## src/rtl/mem_access_unit.sv

```systemverilog
// Load/store unit between a single-request CPU port and a word-wide data memory.
// Byte and halfword stores go through a read-modify-write of the target word.
module mem_access_unit #(
    parameter int unsigned MEM_WORDS = 21
) (
    input  logic        clk,
    input  logic        rst_n,
    input  logic        req_valid,
    output logic        req_ready,
    input  logic        req_write,
    input  logic [1:0]  req_size,
    input  logic        req_signed,
    input  logic [31:0] req_addr,
    input  logic [31:0] req_wdata,
    output logic        resp_valid,
    output logic        resp_err,
    output logic [31:0] resp_rdata,
    output logic [31:0] read_address,
    output logic [31:0] write_address,
    output logic [31:0] write_data,
    input  logic [31:0] read_data,
    output logic        mem_write
);

    localparam logic [1:0]  SIZE_BYTE = 2'b00;
    localparam logic [1:0]  SIZE_HALF = 2'b01;
    localparam logic [1:0]  SIZE_WORD = 2'b10;
    localparam logic [1:0]  SIZE_BAD  = 2'b11;
    localparam logic [31:0] WORDS_W   = 32'(MEM_WORDS);

    typedef enum logic [1:0] {
        IDLE = 2'd0,
        RD   = 2'd1,
        WR   = 2'd2,
        RESP = 2'd3
    } state_t;

    state_t      state;
    logic        r_write;
    logic [1:0]  r_size;
    logic        r_signed;
    logic [1:0]  r_off;
    logic [15:0] r_wdata;

    logic        accept_c;
    logic        req_err_c;
    logic [7:0]  byte_lane_c;
    logic [15:0] half_lane_c;
    logic [31:0] load_c;
    logic [31:0] merge_c;

    // Request handshake and legality of the request currently presented
    always_comb begin
        accept_c  = req_valid && req_ready && (state == IDLE);
        req_err_c = 1'b0;
        if (req_size == SIZE_BAD)
            req_err_c = 1'b1;
        if ((req_size == SIZE_HALF) && req_addr[0])
            req_err_c = 1'b1;
        if ((req_size == SIZE_WORD) && (req_addr[1:0] != 2'b00))
            req_err_c = 1'b1;
        if (32'(req_addr[31:2]) >= WORDS_W)
            req_err_c = 1'b1;
    end

    // Little-endian lane extraction and extension of the word being read
    always_comb begin
        byte_lane_c = read_data[{r_off, 3'b000} +: 8];
        half_lane_c = read_data[{r_off[1], 4'b0000} +: 16];
        load_c      = read_data;
        case (r_size)
            SIZE_BYTE: load_c = r_signed ? {{24{byte_lane_c[7]}}, byte_lane_c}
                                         : {24'b0, byte_lane_c};
            SIZE_HALF: load_c = r_signed ? {{16{half_lane_c[15]}}, half_lane_c}
                                         : {16'b0, half_lane_c};
            default:   load_c = read_data;
        endcase
    end

    // Sub-word store: replace only the addressed lane of the word read back
    always_comb begin
        merge_c = read_data;
        if (r_size == SIZE_BYTE)
            merge_c[{r_off, 3'b000} +: 8] = r_wdata[7:0];
        else
            merge_c[{r_off[1], 4'b0000} +: 16] = r_wdata;
    end

    // Control FSM with registered handshake, memory and response outputs
    always_ff @(posedge clk or negedge rst_n) begin
        if (!rst_n) begin
            state         <= IDLE;
            req_ready     <= 1'b0;
            resp_valid    <= 1'b0;
            resp_err      <= 1'b0;
            resp_rdata    <= 32'b0;
            read_address  <= 32'b0;
            write_address <= 32'b0;
            write_data    <= 32'b0;
            mem_write     <= 1'b0;
            r_write       <= 1'b0;
            r_size        <= 2'b00;
            r_signed      <= 1'b0;
            r_off         <= 2'b00;
            r_wdata       <= 16'b0;
        end else begin
            resp_valid <= 1'b0;
            resp_err   <= 1'b0;
            mem_write  <= 1'b0;
            case (state)
                IDLE: begin
                    if (accept_c) begin
                        req_ready     <= 1'b0;
                        r_write       <= req_write;
                        r_size        <= req_size;
                        r_signed      <= req_signed;
                        r_off         <= req_addr[1:0];
                        r_wdata       <= req_wdata[15:0];
                        read_address  <= {2'b00, req_addr[31:2]};
                        write_address <= {2'b00, req_addr[31:2]};
                        if (req_err_c) begin
                            state      <= RESP;
                            resp_valid <= 1'b1;
                            resp_err   <= 1'b1;
                            resp_rdata <= 32'b0;
                        end else if (req_write && (req_size == SIZE_WORD)) begin
                            state      <= WR;
                            mem_write  <= 1'b1;
                            write_data <= req_wdata;
                        end else begin
                            state <= RD;
                        end
                    end else begin
                        req_ready <= 1'b1;
                    end
                end
                RD: begin
                    if (r_write) begin
                        state      <= WR;
                        mem_write  <= 1'b1;
                        write_data <= merge_c;
                    end else begin
                        state      <= RESP;
                        resp_valid <= 1'b1;
                        resp_rdata <= load_c;
                    end
                end
                WR: begin
                    state      <= RESP;
                    resp_valid <= 1'b1;
                    resp_rdata <= 32'b0;
                end
                RESP: begin
                    state     <= IDLE;
                    req_ready <= 1'b1;
                end
                default: begin
                    state     <= IDLE;
                    req_ready <= 1'b0;
                end
            endcase
        end
    end

endmodule

```

## config.mk

```make
export PLATFORM = sky130hd
export DESIGN_NAME = mem_access_unit
export DESIGN_NICKNAME = d
export VERILOG_FILES = /design/src/rtl/mem_access_unit.sv
export SDC_FILE = /design/constraint.sdc
export NUM_CORES = 1
export LEC_CHECK = 0
export CORE_MARGIN = 2
export CORE_UTILIZATION = 39
export CTS_CLUSTER_SIZE = 40
export DETAILED_ROUTE_END_ITERATION = 8
export MAX_ROUTING_LAYER = met4
export PLACE_DENSITY = 0.71
export REMOVE_ABC_BUFFERS = 1
export SYNTH_ARGS = -nofsm -noshare
export SYNTH_HDL_FRONTEND = slang
export SYNTH_SLANG_ARGS = --single-unit
```

## constraint.sdc

```tcl
create_clock -name clk -period 7.9 [get_ports clk]
set_clock_uncertainty 0.2 [all_clocks]
set_input_delay 1.185 -clock clk [delete_from_list [all_inputs] [get_ports clk]]
set_output_delay 1.185 -clock clk [all_outputs]
set_load 0.01 [all_outputs]
```

## Yosys cells after proc, flatten, opt, wreduce, memory -nomap -nowiden

Index checks and enable logic that the tools add are counted.

| storage, ports and cells | value |
|---|---|
| bits in latches | 0 |
| ROM bits | 0 |
| input port bits | 103 |
| output and inout bits | 132 |
| flip-flop bits (word level) | 122 |
| memories | 0 |
| word-level logic and storage cells | 85 |
| RAM bits | 0 |

| cells by class | value |
|---|---|
| div/mod/pow operators | 0 |
| $lt $le $gt $ge | 1 |
| $add $sub $neg | 2 |
| bitwise operators | 0 |
| equal/unequal tests | 13 |
| $mul | 0 |
| shift-type cells | 6 |
| reduce and logical (&&, ||, !) cells | 14 |
| multiplexer cells | 36 |

Operators with widths:

| cell | number |
|---|---|
| 32-bit 2-to-1 mux | 10 |
| 32-bit one-hot mux with 2 select lines | 2 |
| 32-bit one-hot mux with 3 select lines | 1 |
| 32-bit bitwise mux | 2 |
| 16-bit by 7-bit variable shift with 32-bit output, first input constant | 1 |
| 8-bit by 7-bit variable shift with 32-bit output, first input constant | 1 |
| 16-bit by 7-bit variable part select with 32-bit output | 1 |
| 32-bit by 6-bit variable part select with 16-bit output | 1 |
| 32-bit by 6-bit variable part select with 8-bit output | 1 |
| 8-bit by 7-bit variable part select with 32-bit output | 1 |
| 30-bit by 5-bit greater-or-equal comparator with 1-bit output, second input constant | 1 |
| 1-bit 2-to-1 mux | 14 |
| 5-bit negation with 7-bit output | 2 |
| 2-bit inequality test, second input constant | 5 |
| 2-bit == test, second input constant | 4 |
| 2-bit one-hot mux with 4 select lines | 1 |
| 2-bit by 1-bit == test with 1-bit output, second input constant | 3 |
| 2-bit 2-to-1 mux | 3 |
| 2-bit nonzero test | 3 |
| 1-bit logical AND | 5 |
| 5-bit AND reduction | 1 |
| 2-bit zero test | 2 |
| 1-bit one-hot mux with 2 select lines | 2 |
| 4-bit AND reduction | 1 |
| 4 further kinds | 4 |

## Depth between registers and ports, before layout

Gate-level depths: netlist (run 1).

| logic depth | value |
|---|---|
| depth after elaboration | 8 |
| mapped depth | 9 |
| depth with buffers taken out | 7 |

## Worst setup path after synthesis (run 1)

OpenSTA, ideal clock, no wires.

| timing | value |
|---|---|
| kind | input to register |
| from | input req_addr[25] |
| to | register write_data[10] |
| data required time | 7.573 ns |
| library setup time | 0.127 ns |
| buffers on the path | 1 |
| slack | 4.986 ns |
| stages | 6 |
| arrival | 2.586 ns |
| path through | nor4_1 -> nand4_1 -> nor3_4 -> a31oi_4 -> buf_6 -> mux2_1 |

| between the ends | value |
|---|---|
| cells in the longest elaborated chain, start to end | 4 |

RTL lines:

| item | RTL line | RTL |
|---|---|---|
| start, declared | 13 | `input logic [31:0] req_addr,` |
| 30-bit by 5-bit greater-or-equal comparator with 1-bit output | 62 | `if (32'(req_addr[31:2]) >= WORDS_W)` |
| 1-bit 2-to-1 mux | 62 |  |
| 2-bit inequality test (no source line) | -- |  |
| 5-bit AND reduction (no source line) | -- |  |
| end signal, assigned | 129 | `write_data <= req_wdata;` |
| end signal, assigned | 141 | `write_data <= merge_c;` |
| end, declared | 20 | `output logic [31:0] write_data,` |

No other way between the ends.
A chain may end at the register's enable or synchronous reset.

## Final worst setup path (run 1)

Same ends and word-level chain as after synthesis.

==> summary.md, run 1 <==
| Metric | Value |
|---|---|
| HP Start | `write_data[21]` |
| Area of the multi-input gates | `0.00332 sq mm` |
| IO Port Bufs | `230` |
| GRT Total Usage | `25.0%` |
| CTS tree | `built` |
| Vias per inst | `5.64` |
| Final wirelength | `22400 microns` |
| Endpoints failing hold | `0` |
| Clock Pin Slew Worst Setup and Hold Paths | `0.06 ns` |
| Synth top area cells | `dfrtp_1 (44%), mux2_2 (15%), mux2_1 (5.6%)` |
| Worst Reg-to-Reg Cells | `7` |
| Number of synthesized flops with an enable pin | `0` |
| First-pass GRT wire length | `33700 microns` |
| FF+latch area | `0.00305 sq mm` |
| Clk sinks | `122` |
| Outcome | `complete, no violations` |
| Leak | `0.00409 uW` |
| Crit end category | `flop` |
| Chip height | `137 microns` |
| GPL Wtd Cong | `0.889` |
| PwrDens | `418 mW/mm^2` |
| H-tree depth | `4` |
| DRC | `0` |
| Total Power Consumption | `4050 uW` |
| Unrepaired setup endpoints after global routing | `false` |
| Critical Path Max Stage Delay | `0.52 ns` |
| Area growth, synth to finish | `40.9%` |
| Initial antenna violation count | `0` |
| Post-Syn Area per Cell | `11.5 sq um` |
| Core ar. | `0.0173 sq mm` |
| Slew Limit Fails | `0` |
| Clk_lat worst skew | `0.42 ns` |
| VDD IR max | `0.248 mV` |
| Finish-stage setup viols | `0` |
| Max Clk Rate | `0.276 GHz` |
| Buffers & Inverters on Critical Path | `1` |
| Cts repair resizes | `0` |
| Worst flop-to-flop path startpoint | `r_off[1]` |
| Die W | `137 microns` |
| Vias in the first global route | `6018` |
| Gr ovfl total | `0` |
| Total negative slack | `0 ns` |
| Cts hold-fix bufs | `0` |
| Postcts setup bufs | `0` |
| Max Cap Viol | `0` |
| Commonest register cell after synthesis | `dfrtp_1` |
| Relative slew margins | `23.6%` |
| Worst min path class | `reg -> reg` |
| Post-synth cell types | `47` |
| Worst-margin pin slew | `1.15 ns` |
| Critical R2R Capture | `write_data[30]` |
| Fin nets | `898` |
| Die area | `0.0187 sq mm` |
| Hold Path Stages | `1` |
| Crit-path max FO | `32` |
| Worst Hold End | `write_data[21]` |
| Diodes inserted | `0` |
| Number of synthesized register bits | `122` |
| Worst slack at placement | `3.76 ns` |
| Cells after Synth | `600` |
| HPWL Detailed | `16300 microns` |
| Post-layout util | `56.0%` |
| Cell Chain, Critical Path | `clkdlybuf4s50_1 > nor4_1 > nand4_1 > nor3_4 > a31oi_4 > mux2_1` |
| Mapped cell area | `0.00688 sq mm` |
| Worst path required time | `8.00 ns` |
| Top delay family on crit path | `simple AND/OR/NAND/NOR gates` |
| Number of synthesis warnings | `0` |
| Worst Path Arrival | `3.72 ns` |
| Crit Path Class | `in -> reg` |
| Period utilization | `45.9%` |
| Worst setup margin | `4.27 ns` |
| Pre-Repair DR Iteration Count | `6` |
| Synth async-reset ratio | `100%` |
| Worst hold slack | `0.288 ns` |
| Largest net degree at the start of global routing | `73` |
| Crit-path slowest cell | `a31oi_4` |
| Fin crit period | `3.63 ns` |
| Io pins | `235` |
| Fillers | `1456` |
| Post-synth top area cell | `dfrtp_1` |
| TritonCTS Buffers | `17` |
| Post-route ant nets | `0` |
| CTS root buf | `clkbuf_16` |
| Rows | `48` |
| Crit path launch type | `input pin` |
| Post-synthesis sequential area ratio | `44.4%` |
| DRT iter0 DRCs | `272` |
| Synth top area share | `44.4%` |
| Initial Util | `39.8%` |
| DR vias | `5770` |
| Share of post-route cells with drive strength above 1 | `17.0%` |
| R2r setup slk | `4.61 ns` |
| DR WL/cell | `21.8 microns` |
| Max Buffers Root-to-Sink | `2` |
==> cell type report <==
class                   count  area share, %
well taps                 225           2.91
clock inverters            12           1.54
multi-input cells         382           34.3
repair buffers            235           24.1
clock buffers              20           4.61
flip-flops and latches    122           31.5
inverters                  27           1.05
==> routing by layer <==
layer,global-route usage [%],up-vias,routed length [microns]
met2,40.4,269,10600
met3,7.44,47,2020
met1,28.2,2885,8730
met5,-,-,0
met4,12.3,0,955
li1,-,2569,-
==> cells by family after synthesis <==
kind of cell	Yosys count	synth area share (%)
muxes	157	25.3
AOI/OAI and AO/OA	131	14.8
DFF	122	44.4
buffers and inverters	99	7.77
and+or+nand+nor	80	5.97
adders and majority gates	10	1.82
other	1	0.0545
==> synthesized netlist by cell type (2+ instances only) <==
| cell | count |
|---|---|
| a211oi_1 | 33 |
| a21boi_0 | 8 |
| a21oi_1 | 21 |
| a221oi_1 | 32 |
| a222oi_1 | 7 |
| a22o_1 | 8 |
| a22oi_1 | 10 |
| buf_1 | 5 |
| buf_2 | 10 |
| buf_4 | 34 |
| buf_6 | 3 |
| clkbuf_1 | 20 |
| clkinv_1 | 2 |
| dfrtp_1 | 122 |
| ha_1 | 10 |
| inv_1 | 25 |
| mux2_1 | 34 |
| mux2_2 | 89 |
| mux2i_1 | 33 |
| nand2_1 | 7 |
| nand3_1 | 3 |
| nor2_1 | 39 |
| nor2b_1 | 10 |
| nor3_1 | 6 |
| nor3b_1 | 2 |
| nor4_1 | 5 |
| o21ai_0 | 2 |
==> where the power goes <==
group	internal, uW	switching [uW]	leakage [uW]
Combinational	1120	919	0.00230
Sequential	937	286	0.00150
Clock	501	284	0.000282
==> cells in the final DEF, fill, tap and decap left out, drive strengths merged, types with 2 or more instances in the layout <==
cell / instances
clkdlybuf4s50: 229
mux2: 123
dfrtp: 122
nor2: 39
a211oi: 33
mux2i: 33
a221oi: 32
inv: 25
a21oi: 22
clkbuf: 20
a22oi: 10
nor2b: 10
ha: 10
a22o: 8
a21boi: 8
nand2: 7
a222oi: 7
nor3: 7
clkinv: 7
buf: 6
nor4: 6
conb: 4
clkinvlp: 4
bufinv: 3
nand3: 3
o21ai: 2
nor3b: 2
a31oi: 2
==> sequential cells by signal, indices dropped and copies added (netlist names) <==
signal	cells
mem_write	1
r_off	2
r_signed	1
r_size	2
r_wdata	16
r_write	1
read_address	30
req_ready	1
resp_err	1
resp_rdata	32
resp_valid	1
state	2
write_data	32
==> worst max path at each step <==
stage,slack [ns],from,cells past startpoint,endpoint
floorplan,4.12,r_off[1],7,write_data[10]
global placement,3.83,req_addr[25],6,write_data[5]
detailed placement,3.76,req_addr[25],6,write_data[10]
CTS,4.21,req_addr[25],6,write_data[10]
global route,4.06,req_addr[22],6,write_data[2]
finish,4.27,req_addr[25],6,write_data[10]
==> through the flow <==
stage               instances  cell area [sq um]
finish                   1023               9690
global route             1023               9690
CTS                      1023               9690
detailed placement        991               9090
global placement          991               9090
floorplan                 531               6460
(Power assumes the default switching activity.)
==> run 2, diff against run 1 <==
Settings changed: PLACE_DENSITY 0.71 to 0.74.
Clock period 7.9 ns to 3.3 ns, I/O delays scaled along.
==> run 2 against run 1 <==
Net effect: sequential power is 140% higher; core utilization rose by 1.1 points; register-to-register slack worse by 4.1 ns; cell count is 1.4% higher; critical path type is now reg -> reg; hold slack better by 0.00052 ns.
==> summary.md, run 2 (same netlist as run 1, synthesis figures left out) <==
| Metric | Value |
|---|---|
| Outcome | `complete, no violations (unchanged)` |
| Clk sinks | `122 (unchanged)` |
| Die area | `0.0187 sq mm (unchanged)` |
| Crit-path slowest cell | `a21oi_4 (was a31oi_4)` |
| Worst Hold End | `write_data[2] (was write_data[21])` |
| PwrDens | `1010 mW/mm^2 (was 418 mW/mm^2)` |
| Vias per inst | `5.62 (was 5.64)` |
| Worst min path class | `reg -> reg (unchanged)` |
| Post-route cell area | `0.00988 sq mm (was 0.00969 sq mm)` |
| TritonCTS Buffers | `17 (unchanged)` |
| Worst setup margin | `0.497 ns (was 4.27 ns)` |
| Clock Pin Slew Worst Setup and Hold Paths | `0.06 ns (about the same)` |
| Max Cap Viol | `0 (unchanged)` |
| Io pins | `235 (unchanged)` |
| Finish-stage setup viols | `0 (unchanged)` |
| VDD IR max | `0.532 mV (was 0.248 mV)` |
| Biggest registers after layout | `resp_rdata x32, write_data x32, read_address x30 (unchanged)` |
| Placed Area | `0.00923 sq mm (was 0.00909 sq mm)` |
| Placed cells | `1004 (was 991)` |
| Rows | `48 (unchanged)` |
| DRC | `0 (unchanged)` |
| Worst slack at placement | `0.156 ns (was 3.76 ns)` |
| HPWL Detailed | `15800 microns (was 16300 microns)` |
| DR vias | `5832 (was 5770)` |
| Critical R2R Capture | `resp_rdata[22] (was write_data[30])` |
| Switch Pwr | `3600 uW (was 1490 uW)` |
| Fillers | `1508 (was 1456)` |
| Critical Path Max Stage Delay | `0.81 ns (was 0.52 ns)` |
| Share of post-route cells with drive strength above 1 | `18.5% (was 17.0%)` |
| Comb pwr share | `50.3% (was 50.4%)` |
| Cell Chain, Critical Path | `inv_1 > ha_1 > a221o_1 > a21oi_4 > mux2_2 (was clkdlybuf4s50_1 > nor4_1 > nand4_1 > nor3_4 > a31oi_4 > mux2_1)` |
| Max Clk Rate | `0.357 GHz` |
| Post-layout util | `57.1% (was 56.0%)` |
| Most common cell after layout, fill and taps aside | `clkdlybuf4s50_1 (unchanged)` |
| R2r setup slk | `0.50 ns (was 4.61 ns)` |
| Worst path required time | `3.40 ns (was 8.00 ns)` |
| IO Port Bufs | `230 (unchanged)` |
| Crit Path Class | `reg -> reg (was in -> reg)` |
| Final wirelength | `21900 microns (was 22400 microns)` |
| P_int | `6340 uW (was 2560 uW)` |
| Relative slew margins | `19.2% (was 23.6%)` |
| Worst Reg-to-Reg Cells | `5 (was 7)` |
| Vias in the first global route | `5894 (was 6018)` |
| Switching share of power | `36.2% (was 36.8%)` |
| CTS tree | `built (unchanged)` |
| Die W | `137 microns (unchanged)` |
| Hold Path Stages | `1 (unchanged)` |
| Fin crit period | `2.80 ns` |
| First-pass GRT wire length | `33200 microns (was 33700 microns)` |
| Crit-path max FO | `32 (unchanged)` |
| Clock Power Share | `20.6% (was 19.4%)` |
| DRT iter0 DRCs | `448 (was 272)` |
| Seq pwr share | `29.1% (was 30.2%)` |
| Crit path launch type | `flop (was input pin)` |
| Area of the multi-input gates | `0.00332 sq mm (unchanged)` |
| Slew Limit Fails | `0 (unchanged)` |
| Pre-Repair DR Iteration Count | `9 (was 6)` |
| Postcts setup bufs | `0 (unchanged)` |
| Initial Util | `39.8% (unchanged)` |
| Diodes inserted | `0 (unchanged)` |
| Worst-margin pin slew | `1.20 ns (was 1.15 ns)` |
| Most frequent cells in the layout | `clkdlybuf4s50_1 (229), dfrtp_1 (121), mux2_2 (89) (unchanged)` |
| Clk_lat worst skew | `0.42 ns (about the same)` |
| Fin nets | `912 (was 898)` |
| Crit end category | `flop (unchanged)` |
| Total negative slack | `0 ns (unchanged)` |
| Non-Filler Instances | `1037 (was 1023)` |
| HP Start | `write_data[2] (was write_data[21])` |
| Chip height | `137 microns (unchanged)` |
| Post-route ant nets | `0 (unchanged)` |
| Max Buffers Root-to-Sink | `2 (unchanged)` |
| Worst Path Arrival | `2.91 ns (was 3.72 ns)` |
| FF+latch area | `0.00305 sq mm (unchanged)` |
| Worst flop-to-flop path startpoint | `state[0] (was r_off[1])` |
| H-tree depth | `4 (unchanged)` |
| Leak | `0.00420 uW (was 0.00409 uW)` |
| GRT Total Usage | `24.5% (was 25.0%)` |
| Unrepaired setup endpoints after global routing | `false (unchanged)` |
| Endpoints failing hold | `0 (unchanged)` |
| Period utilization | `84.9%` |
| Area growth, synth to finish | `43.7% (was 40.9%)` |
| Core ar. | `0.0173 sq mm (unchanged)` |
| Gr ovfl total | `0 (unchanged)` |
| Largest net degree at the start of global routing | `59 (was 73)` |
| GPL Wtd Cong | `0.833 (was 0.889)` |
| DR WL/cell | `21.2 microns (was 21.8 microns)` |
| CTS root buf | `clkbuf_16 (unchanged)` |
| Initial antenna violation count | `0 (unchanged)` |
[run 2: repair_timing]
item	CTS	global route
hold buffers	1	0
resized for setup	0	0
hold endpoints to repair	42	0
[run 2: power groups by stage]
stage	logic (uW)	clock network [uW]	registers (uW)
6_report	5000	2040	2890
2_1_floorplan	2080	0	3230
4_1_cts	5040	2080	2890
3_3_place_gp	4960	0	2890
5_1_grt	5350	2140	2990
3_5_place_dp	5010	0	2900
[run 2: layout make-up]
cell class | instances | area share (%)
Clock buffer | 19 | 4.48
Clock inverter | 13 | 2.01
Inverter | 27 | 1.03
Multi-Input combinational cell | 382 | 33.6
Sequential cell | 122 | 30.9
Tap cell | 225 | 2.85
Timing Repair Buffer | 249 | 25.1
[run 2: worst max path at each step]
| stage | from | to | cells after the start |
|---|---|---|---|
| after global placement | req_addr[5] | resp_rdata[22] | 6 |
| after floorplan | r_off[1] | write_data[10] | 7 |
| after detailed placement | req_addr[5] | resp_rdata[22] | 6 |
| final | state[0] | resp_rdata[22] | 5 |
| after CTS | state[0] | resp_rdata[22] | 5 |
| after global routing | r_off[0] | write_data[19] | 7 |
[run 2: per-layer routing]
layer | GRT usage (%) | share of wire [%] | vias to the layer above
met5 | - | 0 | -
met4 | 9.62 | 2.3 | 0
met3 | 6.67 | 9.1 | 36
met2 | 38.4 | 48 | 303
met1 | 30.2 | 40 | 2880
li1 | - | - | 2613
[run 2: per-stage QoR]
stage	hold slack, ns	power, uW
after global routing	0.300	10500
after floorplan	-0.000591	5310
final	0.288	9940
after global placement	0.271	7840
after detailed placement	0.280	7920
after CTS	0.293	10000
[run 2: critical path, delay by kind of cell (launching register included)]
| kind | cells | cell delay (ns) |
|---|---|---|
| compound gates | 2 | 1.19 |
| flops | 1 | 0.42 |
| mux | 1 | 0.42 |
| fa+ha+maj | 1 | 0.34 |
| buf+inv | 1 | 0.09 |
